**src/rtl/i2c_register_bank.sv**
```systemverilog
// Byte register file behind the I2C peripheral, with a second fabric port.
// Optional write IRQ: define I2C_REG_BANK_WRITE_IRQ_EN.
module i2c_register_bank #(
  parameter int                    NUM_REGS     = 16,
  parameter int                    READ_LATENCY = 1,
  parameter logic [NUM_REGS-1:0]   RO_MASK      = '0,
  parameter logic [NUM_REGS*8-1:0] RESET_VALUE  = '0
) (
  input  logic       i_sys_clk,
  input  logic       i_rst_n,
  input  logic [7:0] i_register_address,
  input  logic       i_read_enable,
  output logic [7:0] o_register_data,
  output logic       o_read_valid,
  input  logic       i_read_ack,
  input  logic [7:0] i_register_data,
  input  logic       i_write_valid,
  output logic       o_write_ack,
  input  logic [7:0] i_user_addr,
  input  logic       i_user_we,
  input  logic [7:0] i_user_wdata,
  output logic [7:0] o_user_rdata,
  output logic       o_user_collision,
  output logic       o_write_irq,
  output logic [7:0] o_irq_addr
);

  localparam int AW = (NUM_REGS > 1) ? $clog2(NUM_REGS) : 1;
  localparam logic [1:0] LAST =
    2'((READ_LATENCY > 1) ? READ_LATENCY - 2 : 0);

  typedef enum logic [1:0] {
    IDLE, WR_ACK, RD_WAIT, RD_VALID
  } state_t;

  state_t state, state_d;
  logic [1:0] cnt, cnt_d;
  logic rd_latch;
  logic [7:0] regs [NUM_REGS];

  logic i2c_hit, user_hit;
  logic i2c_commit, user_clash;
  logic [AW-1:0] i2c_idx, user_idx;
  logic [7:0] i2c_rbyte, user_rbyte;

  assign i2c_hit  = {24'd0, i_register_address} < 32'(NUM_REGS);
  assign user_hit = {24'd0, i_user_addr} < 32'(NUM_REGS);
  assign i2c_idx  = i_register_address[AW-1:0];
  assign user_idx = i_user_addr[AW-1:0];

  assign i2c_rbyte  = i2c_hit ? regs[i2c_idx] : 8'hFF;
  assign user_rbyte = user_hit ? regs[user_idx] : 8'hFF;

  assign i2c_commit = (state == WR_ACK) && i2c_hit
                    && !RO_MASK[i2c_idx];
  // Same-address clash: the I2C write wins, fabric write is dropped
  assign user_clash = i2c_commit && i_user_we
                    && (i_user_addr == i_register_address);

  assign o_read_valid = (state == RD_VALID);
  assign o_write_ack  = (state == WR_ACK);

  always_comb begin
    state_d  = state;
    cnt_d    = cnt;
    rd_latch = 1'b0;
    unique case (state)
      IDLE: begin
        if (i_write_valid) begin
          state_d = WR_ACK;
        end else if (i_read_enable) begin
          cnt_d = '0;
          if (READ_LATENCY == 1) begin
            rd_latch = 1'b1;
            state_d  = RD_VALID;
          end else begin
            state_d = RD_WAIT;
          end
        end
      end
      WR_ACK: state_d = IDLE;
      RD_WAIT: begin
        if (!i_read_enable) begin
          state_d = IDLE;
        end else if (cnt == LAST) begin
          rd_latch = 1'b1;
          state_d  = RD_VALID;
        end else begin
          cnt_d = cnt + 2'd1;
        end
      end
      RD_VALID: begin
        if (i_read_ack || !i_read_enable) state_d = IDLE;
      end
      default: state_d = IDLE;
    endcase
  end

  always_ff @(posedge i_sys_clk) begin
    if (!i_rst_n) begin
      state            <= IDLE;
      cnt              <= '0;
      o_register_data  <= '0;
      o_user_rdata     <= '0;
      o_user_collision <= 1'b0;
    end else begin
      state            <= state_d;
      cnt              <= cnt_d;
      o_user_rdata     <= user_rbyte;
      o_user_collision <= user_clash;
      if (rd_latch) o_register_data <= i2c_rbyte;
    end
  end

  always_ff @(posedge i_sys_clk) begin
    if (!i_rst_n) begin
      for (int i = 0; i < NUM_REGS; i++)
        regs[i] <= RESET_VALUE[i*8 +: 8];
    end else begin
      if (i2c_commit)
        regs[i2c_idx] <= i_register_data;
      if (i_user_we && user_hit && !user_clash)
        regs[user_idx] <= i_user_wdata;
    end
  end

`ifdef I2C_REG_BANK_WRITE_IRQ_EN
  logic       irq_q;
  logic [7:0] irq_addr_q;

  always_ff @(posedge i_sys_clk) begin
    if (!i_rst_n) begin
      irq_q      <= 1'b0;
      irq_addr_q <= '0;
    end else begin
      irq_q <= i2c_commit;
      if (i2c_commit) irq_addr_q <= i_register_address;
    end
  end

  assign o_write_irq = irq_q;
  assign o_irq_addr  = irq_addr_q;
`else
  assign o_write_irq = 1'b0;
  assign o_irq_addr  = 8'h00;
`endif

endmodule

```
**config.mk**
```make
export PLATFORM = sky130hd
export DESIGN_NAME = i2c_register_bank
export DESIGN_NICKNAME = d
export VERILOG_FILES = /design/src/rtl/i2c_register_bank.sv
export SDC_FILE = /design/constraint.sdc
export NUM_CORES = 1
export LEC_CHECK = 0
export ABC_AREA = 1
export CAP_MARGIN = 15
export CORE_MARGIN = 10
export CORE_UTILIZATION = 60
export CTS_CLUSTER_DIAMETER = 50
export DETAILED_ROUTE_END_ITERATION = 10
export GPL_TIMING_DRIVEN = 0
export PLACE_DENSITY = 0.78
export SLEW_MARGIN = 10
export SYNTH_ARGS = -nofsm -noshare
export SYNTH_HDL_FRONTEND = slang
export SYNTH_SLANG_ARGS = --single-unit
```
**constraint.sdc**
```tcl
create_clock -name i_sys_clk -period 2.3 [get_ports i_sys_clk]
set_input_delay 0.46 -clock i_sys_clk [delete_from_list [all_inputs] [get_ports i_sys_clk]]
set_output_delay 0.46 -clock i_sys_clk [all_outputs]
set_load 0.1 [all_outputs]
```
# Yosys cells after proc, flatten, opt, wreduce, memory -nomap -nowiden
# Memory sizes are Yosys's and may differ from the RTL's.
# Cells that the tools add are included.
# totals
regBits	21
mem_bits_rw	128
romBits	16
inputBits	38
out_inout_bits	28
elab_cells	71
memories	2
# classes
addsub	1
n_lt_le_gt_ge	3
n_eq_ne	11
mux	32
n_reduce_logical	17
# mem_list
name	depth	word_bits	read_ports	rd_clocked_by_memory_dff	wr	line_no	rtl
regs	16	8	2	0	16	39	logic [7:0] regs [NUM_REGS];
(name not given)	16	1	1	0	0	55	&& !RO_MASK[i2c_idx];
# ops
cell	n
2-to-1 mux 8 bit	4
2-to-1 mux 2 bit	9
less-than comparator 8 x 5 -> 1 bit, second input constant	2
OR reduction 8 bit	2
2-to-1 mux 1 bit	14
equality test 8 bit	1
2-to-1 mux 4 bit	2
inequality test 2 bit, second input constant	4
one-hot mux 2 bit (4 select lines)	1
logical AND 1 bit	6
inequality test 3 bit, second input constant	2
less-than comparator 4 x 5 -> 1 bit, second input constant	1
AND reduction 5 bit	1
equality test 2 bit, second input constant	2
zero test 2 bit	2
one-hot mux 2 bit (2 select lines)	1
zero test 1 bit	3
AND reduction 3 bit	1
adder 2 x 1 -> 2 bit, second input constant	1
equality test 2 x 1 -> 1 bit, second input constant	1
inequality test 2 x 1 -> 1 bit, second input constant	1
one-hot mux 1 bit (2 select lines)	1
nonzero test 2 bit	1
logical OR 1 bit	1

# Logic depth before layout (Yosys ltp)
# Gate-level depths: netlist of run 1.
# logic_depth
ltp_word	13
depth_mapped	13
ltp_nobuf	11

# Worst setup path after synthesis of run 1
# OpenSTA, ideal clock, no wires.
# synth_path
kind	register to register
start	reg state[0]
end	mem regs[4][0] (enable)
setup_ns	0.329
t_arrival_ns	1.930
required_ns	1.971
path_slack_ns	0.041
stages_incl_launch_ff	9
n_path_buf	0
period_less_slack_ns	2.259
cell_sequence	dfxtp_1 > inv_2 > nor2_4 > nand3_4 > nor2_8 > nand2_2 > nor2_2 > nor2_1 > nand2_1
# synth_rtl
element	line_no	rtl
start, declared	36	state_t state, state_d;
start signal, assigned	107	state <= state_d;
end, declared	39	

==> flow_metrics.tcl, run 1 <==
set metrics [dict create \
    port_buffers 33 \
    swShare_pct 29.6 \
    core_mm2 0.0164 \
    rows 47 \
    cts_tree "built" \
    num_vias 10664 \
    grt_max_degree 17 \
    start_kind "input pin" \
    area_growth_pct 13.6 \
    fmax_mhz 454 \
    fin_util_pct 68.9 \
    root_buffer "clkbuf_16" \
    final_cell_mix "nand2_1, nand4_1, edfxtp_1, o21ai_0, nor2_1" \
    cts.path.max_buffers 2 \
    path_class "in2reg" \
    final_cell_area_mm2 0.0113 \
    cts.clk_slew.worst_paths_ns 0.06 \
    syn-cell-area_mm2 0.00995 \
    dp_slack_ns -0.658 \
    cts_setup_buffers 0 \
    finalSetupTns_ns 0 \
    dr.pass1.iters 7 \
    drc 0 \
    drt-initial-drc-count 1912 \
    cts.sinks 149 \
    fin_crit_ns 2.20 \
    drt-total-wl_um 39400 \
    worst_pin_slew_ns 0.983 \
    cp_data_required_time_ns 2.60 \
    initial_core_util_pct 60.6 \
    whs_ns 0.422 \
    vdd_drop_max_v 0.000499 \
    p_clk_share_pct 41.5 \
    fin_crit_sh_pct 95.7 \
    fin_cells 1699 \
    ios 66 \
    viasPerCell 6.28 \
    cp_slowest_stage_delay_ns 0.42 \
    clk_latency_ns 0.44 \
    dpl.hpwl_um 28900 \
    finalSetupViolCount 0 \
    wl_per_cell_um 23.2 \
    cts_hold_buffers 0 \
    layout.cells.most_common "nand2_1" \
    gp_congestion 1.03 \
    htree_levels 4 \
    die_h_um 149 \
    nets 1505 \
    maxCapViolCount 0 \
    timing.final.ws_setup_ns 0.0983 \
    grt_pass1_vias 9623 \
    worstPathCellList "clkdlybuf4s50_1 -> inv_1 -> nand4_1 -> nor3_4 -> buf_2 -> buf_2 -> nand4_1 -> nand2_1" \
    drive_above_1_share_pct 11.5 \
    worst-path-max-fanout 10 \
    grt_overflow 0 \
    hold_viol 0 \
    numCtsBuffers 17 \
    hp-class "in2reg" \
    place_area_mm2 0.0106 \
    pwr-share-comb_pct 15.5 \
    track_usage_pct 35.3 \
    yosysSeqAreaShare_pct 42.9 \
    p_per_area_mw_per_mm2 639 \
    clock_skew_ns 0.00853 \
    diodes 0 \
    end_kind "flip-flop" \
    dp_cells 1667 \
    avgSynthCellArea_um2 7.08 \
    die_w_um 149 \
    yosysWarnings 0 \
    p_switching_mw 2.14 \
    slew_headroom_pct 34.7 \
    die-area_mm2 0.0221 \
    grt_pass1_wl_um 58400 \
    status "finished, final reports clean" \
    p_seq_share_pct 43.0 \
    intPower_mw 5.09 \
    power.total_mw 7.22 \
    ys_ff_latch 149 \
    crit_path_top_delay_cell "clkdlybuf4s50_1" \
    arrival_ns 2.50 \
    antenna_found_initial 0 \
    rsz0062_at_grt "false" \
    fillers 1402 \
    report.final.slew_viol_count 0 \
    ant_nets 0 \
    yosys.cell_types.count 30 \
    p_leak_nw 5.11 \
    syn_inst 1406 \
]
[cell families after synthesis]
family,synth area share (%)
other cells,0.0377
buf+inv,8.66
simple gates,44.1
flops,42.9
fa+ha+maj,0.126
xor+xnor,0.0880
compound gates,4.12
[registers in the layout, summed over array words and instances, names as in the netlist]
signal and flops:
o_user_rdata 8, state 2, o_user_collision 1, cnt 2, regs 128, o_register_data 8
[Yosys cell counts, drive strengths merged]
cell type	count	area share (%)
nand4	148	9.3
edfxtp	128	39
nand3	55	3.0
a21oi	11	0.55
a211oi	2	0.15
a31oi	1	0.063
dfxtp	21	4.2
buf	76	4.6
inv	71	2.7
conb	1	0.038
xor2	1	0.088
nand2	681	26
nor2	106	5.7
ha	1	0.13
nor3	1	0.10
o2111ai	1	0.088
o21ai	65	3.3
clkbuf	36	1.4
[area by class of cell]
type / count / area (µm²) / share of cell area (%)
multi-input combinational: 1082 / 4950 / 43.8
sequential: 149 / 4260 / 37.7
buffer: 112 / 601 / 5.31
clock buffer: 17 / 425 / 3.76
timing repair buffer: 33 / 317 / 2.80
tap: 220 / 275 / 2.43
inverter: 71 / 272 / 2.40
clock inverter: 15 / 201 / 1.78
[power by group through the flow]
stage | Combinational, mW | Sequential (mW) | Clock (mW)
finish | 1.12 | 3.11 | 3.00
global placement | 1.07 | 3.16 | 0
floorplan | 0.582 | 3.28 | 0
detailed placement | 1.08 | 3.16 | 0
global route | 1.17 | 3.11 | 3.07
CTS | 1.07 | 3.10 | 2.97
[path summary, 6_finish.rpt]
| kind | depth (start not counted) | start | to | slack [ns] |
|---|---|---|---|---|
| hold / removal | 3 | i_rst_n | o_register_data[0] | 0.42 |
| setup / recovery | 8 | i_user_addr[5] | regs[11][7] | 0.1 |
| setup reg to reg | 8 | state[0] | regs[13][4] | 0.24 |
| hold reg to reg | 2 | cnt[1] | cnt[1] | 0.48 |
[worst max-delay path: cells and delay by family]
| kind | cells | cell delay [ns] |
|---|---|---|
| buf+inv | 4 | 1.29 |
| simple gates | 4 | 0.74 |
[routing by layer]
layer  vias to the layer above  global-route usage [%]  share of wire [%]
met5                         -                       0                  0
met4                         0                    20.0                6.4
met3                       181                    10.6                 15
met2                       950                    52.1                 42
met1                      4777                    45.4                 36
li1                       4756                       -                  -
[repair_timing]
item                                    in CTS  in global routing
pin swaps                                    0                  0
resized for setup                           44                 14
endpoints found under the setup margin     131                130
No activity file was read; power rests on OpenSTA's default activity.
==> run 2, diff against run 1 <==
Settings changed: CORE_UTILIZATION 60 to 55.
==> flow_metrics.tcl, run 2 (synthesized netlist as in run 1, its figures left out) <==
set metrics [dict create \
    clk_latency_ns 0.44 \
    busiest_layer "met2" \
    grt_overflow 0 \
    numCtsBuffers 17 \
    intPower_mw 4.85 \
    cts.clk_slew.worst_paths_ns 0.07 \
    core_mm2 0.0179 \
    report.final.slew_viol_count 0 \
    ios 66 \
    grt_max_degree 17 \
    antenna_found_initial 0 \
    die_h_um 155 \
    rows 49 \
    fin_cells 1711 \
    fmax_mhz 444 \
    layout.cells.most_common "nand2_1" \
    start_kind "input pin" \
    vdd_drop_max_v 0.000537 \
    gr-usage-met1_pct 41.9 \
    status "finished, final reports clean" \
    wl_per_cell_um 23.1 \
    worst-path-max-fanout 10 \
    largest_reg_flops 128 \
    worst_pin_slew_ns 1.02 \
    area_growth_pct 13.6 \
    die-area_mm2 0.0239 \
    drive_above_1_share_pct 11.8 \
    p_leak_nw 5.09 \
    gp_congestion 1.07 \
    grt_pass1_wl_um 58700 \
    dr.pass1.iters 6 \
    hold_viol 0 \
    power.total_mw 7.01 \
    top_register "regs" \
    final_cell_mix "nand2_1, nand4_1, edfxtp_1, o21ai_0, nor2_1" \
    drc 0 \
    num_vias 10561 \
    diodes 0 \
    end_kind "flip-flop" \
    cts.sinks 149 \
    slew_headroom_pct 32.4 \
    cts.path.max_buffers 2 \
    fin_crit_sh_pct 97.9 \
    cts_tree "built" \
    drt-initial-drc-count 1805 \
    dp_cells 1676 \
    dpl.hpwl_um 29100 \
    p_seq_share_pct 44.3 \
    whs_ns 0.409 \
    nets 1508 \
    p_per_area_mw_per_mm2 620 \
    root_buffer "clkbuf_16" \
    die_w_um 155 \
    grt.met2_usage_pct 47.6 \
    htree_levels 4 \
    viasPerCell 6.17 \
    arrival_ns 2.38 \
    fin_util_pct 63.1 \
    finalSetupTns_ns 0 \
    finalSetupViolCount 0 \
    path_class "in2reg" \
    met3_usage_pct 9.48 \
    p_clk_share_pct 39.7 \
    initial_core_util_pct 55.6 \
    fin_crit_ns 2.25 \
    port_buffers 33 \
    cp_data_required_time_ns 2.43 \
    drt-total-wl_um 39500 \
    track_usage_pct 32.2 \
    clock_skew_ns 0.0114 \
    reg_top3 "regs: 128 flops, o_register_data: 8 flops, o_user_rdata: 8 flops" \
    swShare_pct 30.8 \
    maxCapViolCount 0 \
    ant_nets 0 \
    hp-class "in2reg" \
    pwr-share-comb_pct 16.0 \
    p_switching_mw 2.16 \
    grt_pass1_vias 9722 \
]
[run 2: cell count changes in the layout (fill, tap and decap cells not counted), sizes merged]
cell / before / now
inv: 75 / 72
clkbuf: 54 / 59
clkdlybuf4s50: 12 / 13
clkinv: 5 / 6
dlymetal6s2s: 2 / 1
clkinvlp: 2 / 4
bufinv: 4 / 2
[run 2: what timing repair did]
| item | in CTS | in global routing |
|---|---|---|
| buffers inserted | 0 | 3 |
| gates resized for setup | 47 | 17 |
| pin swaps | 0 | 2 |
| hold buffers | 0 | 0 |
| setup endpoints to repair | 131 | 125 |
[run 2: worst paths after layout]
check                         from            endpoint  slack [ns]  cells after the start
max          i_register_address[1]         regs[12][7]        0.05                      7
min                        i_rst_n  o_register_data[5]        0.41                      3
max reg2reg               state[0]         regs[12][7]        0.25                      8
min reg2reg                 cnt[1]              cnt[1]        0.47                      2
[run 2: layer usage]
layer / part of all wire (%) / vias up
li1: - / 4767
met1: 37 / 4758
met2: 43 / 890
met3: 14 / 146
met4: 5.2 / 0
met5: 0 / -
[run 2: critical path, stage by stage]
cell	delay (ns)
clkdlybuf4s50_1	0.51
buf_2	0.27
nor2_2	0.27
nand2_2	0.25
nor2_4	0.29
nor2_1	0.09
nand2_2	0.24
[run 2: stage by stage]
| stage | setup WS (ns) | instance area [µm²] |
|---|---|---|
| after detailed placement | -0.653 | 10600 |
| final | 0.0472 | 11300 |
| after global routing | -0.0113 | 11300 |
| after CTS | 0.00168 | 11200 |
| after global placement | -0.652 | 10600 |
| after floorplan | 0.0413 | 9980 |
[run 2: cell type report]
cell class / count / area [µm²]
Buffer: 112 / 606
Clock buffer: 19 / 433
Clock inverter: 13 / 134
Fill cell: 1653 / 6600
Inverter: 71 / 269
Multi-Input combinational cell: 1082 / 4980
Sequential cell: 149 / 4260
Tap cell: 229 / 287
Timing Repair Buffer: 36 / 337
[run 2: power groups by stage]
stage | Sequential (mW) | Clock [mW] | Combinational (mW)
2_1_floorplan | 3.28 | 0 | 0.582
3_3_place_gp | 3.16 | 0 | 1.07
3_5_place_dp | 3.16 | 0 | 1.08
4_1_cts | 3.10 | 2.75 | 1.08
5_1_grt | 3.11 | 2.87 | 1.18
6_report | 3.11 | 2.78 | 1.12
==> run 3, diff against run 2 <==
Settings changed: ABC_CLOCK_PERIOD_IN_PS set to 2300, CORE_UTILIZATION 55 to 35, PLACE_DENSITY 0.78 to 0.55.
==> flow_metrics.tcl, run 3 (synthesized netlist as in run 1, its figures left out) <==
set metrics [dict create \
    status "finished, final reports clean" \
    top_layer "met4" \
    cp_slowest_stage_delay_ns 0.60 \
    met2_length_um 19100 \
    end_kind "flip-flop" \
    met1_length_um 18000 \
    slew_headroom_pct 33.7 \
    hp-class "in2reg" \
    clock_skew_ns 0.00830 \
    wl_met3_um 4350 \
    drive_above_1_share_pct 13.0 \
    cp.depth 8 \
    viasPerCell 5.57 \
    fmax_mhz 435 \
    worstPathCellList "clkdlybuf4s50_1 -> buf_2 -> buf_2 -> a21oi_1 -> o21ai_0 -> nand3_1 -> nor2_1 -> nor2_1" \
    finalSetupTns_ns 0 \
    num_vias 10447 \
    dpl.hpwl_um 31600 \
    cp_data_required_time_ns 2.65 \
    critPathBufInv 3 \
    worst-path-max-fanout 10 \
    rsz0062_at_grt "true" \
    cts.clk_slew.worst_paths_ns 0.07 \
    numCtsBuffers 17 \
    htree_levels 4 \
    antenna_found_initial 0 \
    cts_tree "built" \
    dr.pass1.iters 6 \
    p_leak_nw 5.19 \
    clk_latency_ns 0.45 \
    grt_max_degree 17 \
    grt_pass1_vias 9540 \
    die_h_um 189 \
    wl_per_cell_um 23.2 \
    nets 1525 \
    hold_viol 0 \
    final_cell_mix "nand2_1, nand4_1, edfxtp_1, nor2_1, o21ai_0" \
    worst_pin_slew_ns 0.999 \
    rows 61 \
    fin_crit_sh_pct 99.9 \
    core_mm2 0.0279 \
    reg_top3 "regs: 128 flops, o_register_data: 8 flops, o_user_rdata: 8 flops" \
    report.final.slew_viol_count 0 \
    fin_crit_ns 2.30 \
    p_per_area_mw_per_mm2 606 \
    port_buffers 33 \
    ff2ff_path_depth 8 \
    reg2reg_slack_ns 0.28 \
    holdPathStages 3 \
    maxCapViolCount 0 \
    largest_reg_flops 128 \
    area_growth_pct 17.3 \
    track_usage_pct 23.9 \
    cts.path.max_buffers 2 \
    path_class "in2reg" \
    cts.sinks 149 \
    die_w_um 189 \
    die-area_mm2 0.0356 \
    vdd_drop_max_v 0.000534 \
    top_register "regs" \
    initial_core_util_pct 35.6 \
    grt_pass1_wl_um 63700 \
    layout.cells.most_common "nand2_1" \
    finalSetupViolCount 0 \
    arrival_ns 2.65 \
    ant_nets 0 \
    ios 66 \
    start_kind "input pin" \
    crit_path_top_delay_cell "clkdlybuf4s50_1" \
    place_area_mm2 0.0108 \
    drc 0 \
    drt-total-wl_um 43600 \
    root_buffer "clkbuf_16" \
    diodes 0 \
    grt_overflow 0 \
    final_cell_area_mm2 0.0117 \
    gp_congestion 0.987 \
    cpLargestDelayFamily "buffers and inverters" \
    drt-initial-drc-count 1316 \
]
## run 3: path summary, 6_finish.rpt
kind,start,to
hold / removal,i_rst_n,o_register_data[6]
hold reg to reg,cnt[1],cnt[1]
setup reg to reg,state[0],regs[12][2]
setup / recovery,i_register_address[1],o_register_data[0]
## run 3: timing repair
| item | CTS | global route |
|---|---|---|
| hold buffers | 0 | 0 |
| setup buffers | 0 | 20 |
| pin swaps | 0 | 7 |
| gates resized for setup | 49 | 22 |
| setup endpoints to repair | 132 | 130 |
## run 3: routing by layer
metal  GRT usage [%]  up-vias
met2            36.3      664
met5               0        -
met4            11.7        0
li1                -     4793
met1            31.5     4873
met3            5.15      117
## run 3: metrics by stage
step	std cells	worst slack (ns)	util (%)	power, mW	hold WS [ns]
floorplan	1414	0.0413	-	3.86	0.440
global placement	1825	-0.730	38.6	4.27	0.454
detailed placement	1825	-0.764	38.6	4.28	0.462
CTS	1857	0.000596	40.9	7.03	0.405
global route	1877	-0.00675	41.8	7.27	0.413
finish	1877	0.00146	41.8	7.08	0.410
## run 3: worst register-to-register path, cell delays in order (launching register included)
cell and delay (ns):
dfxtp_1 0.39, inv_2 0.08, nor2_4 0.11, nand3_4 0.10, nor2_8 0.20, nand2_2 0.25
nor2_4 0.30, nor2_1 0.11, nand2_4 0.18
## run 3: final cells by class
| type | count | area [µm²] |
|---|---|---|
| repair buffers | 53 | 474 |
| multi-input cells | 1082 | 5010 |
| fillers | 2902 | 16300 |
| clock inverters | 15 | 146 |
| well taps | 378 | 473 |
| clock buffers | 17 | 425 |
| plain buffers | 112 | 606 |
| inverters | 71 | 273 |
| flip-flops and latches | 149 | 4260 |
## run 3: power breakdown
part | internal, mW | switching, mW | leakage (nW) | total, mW
clock network | 1.52 | 1.29 | 0.277 | 2.81
registers | 3.03 | 0.0816 | 1.50 | 3.11
logic | 0.243 | 0.913 | 3.42 | 1.16
total | 4.79 | 2.29 | 5.19 | 7.08
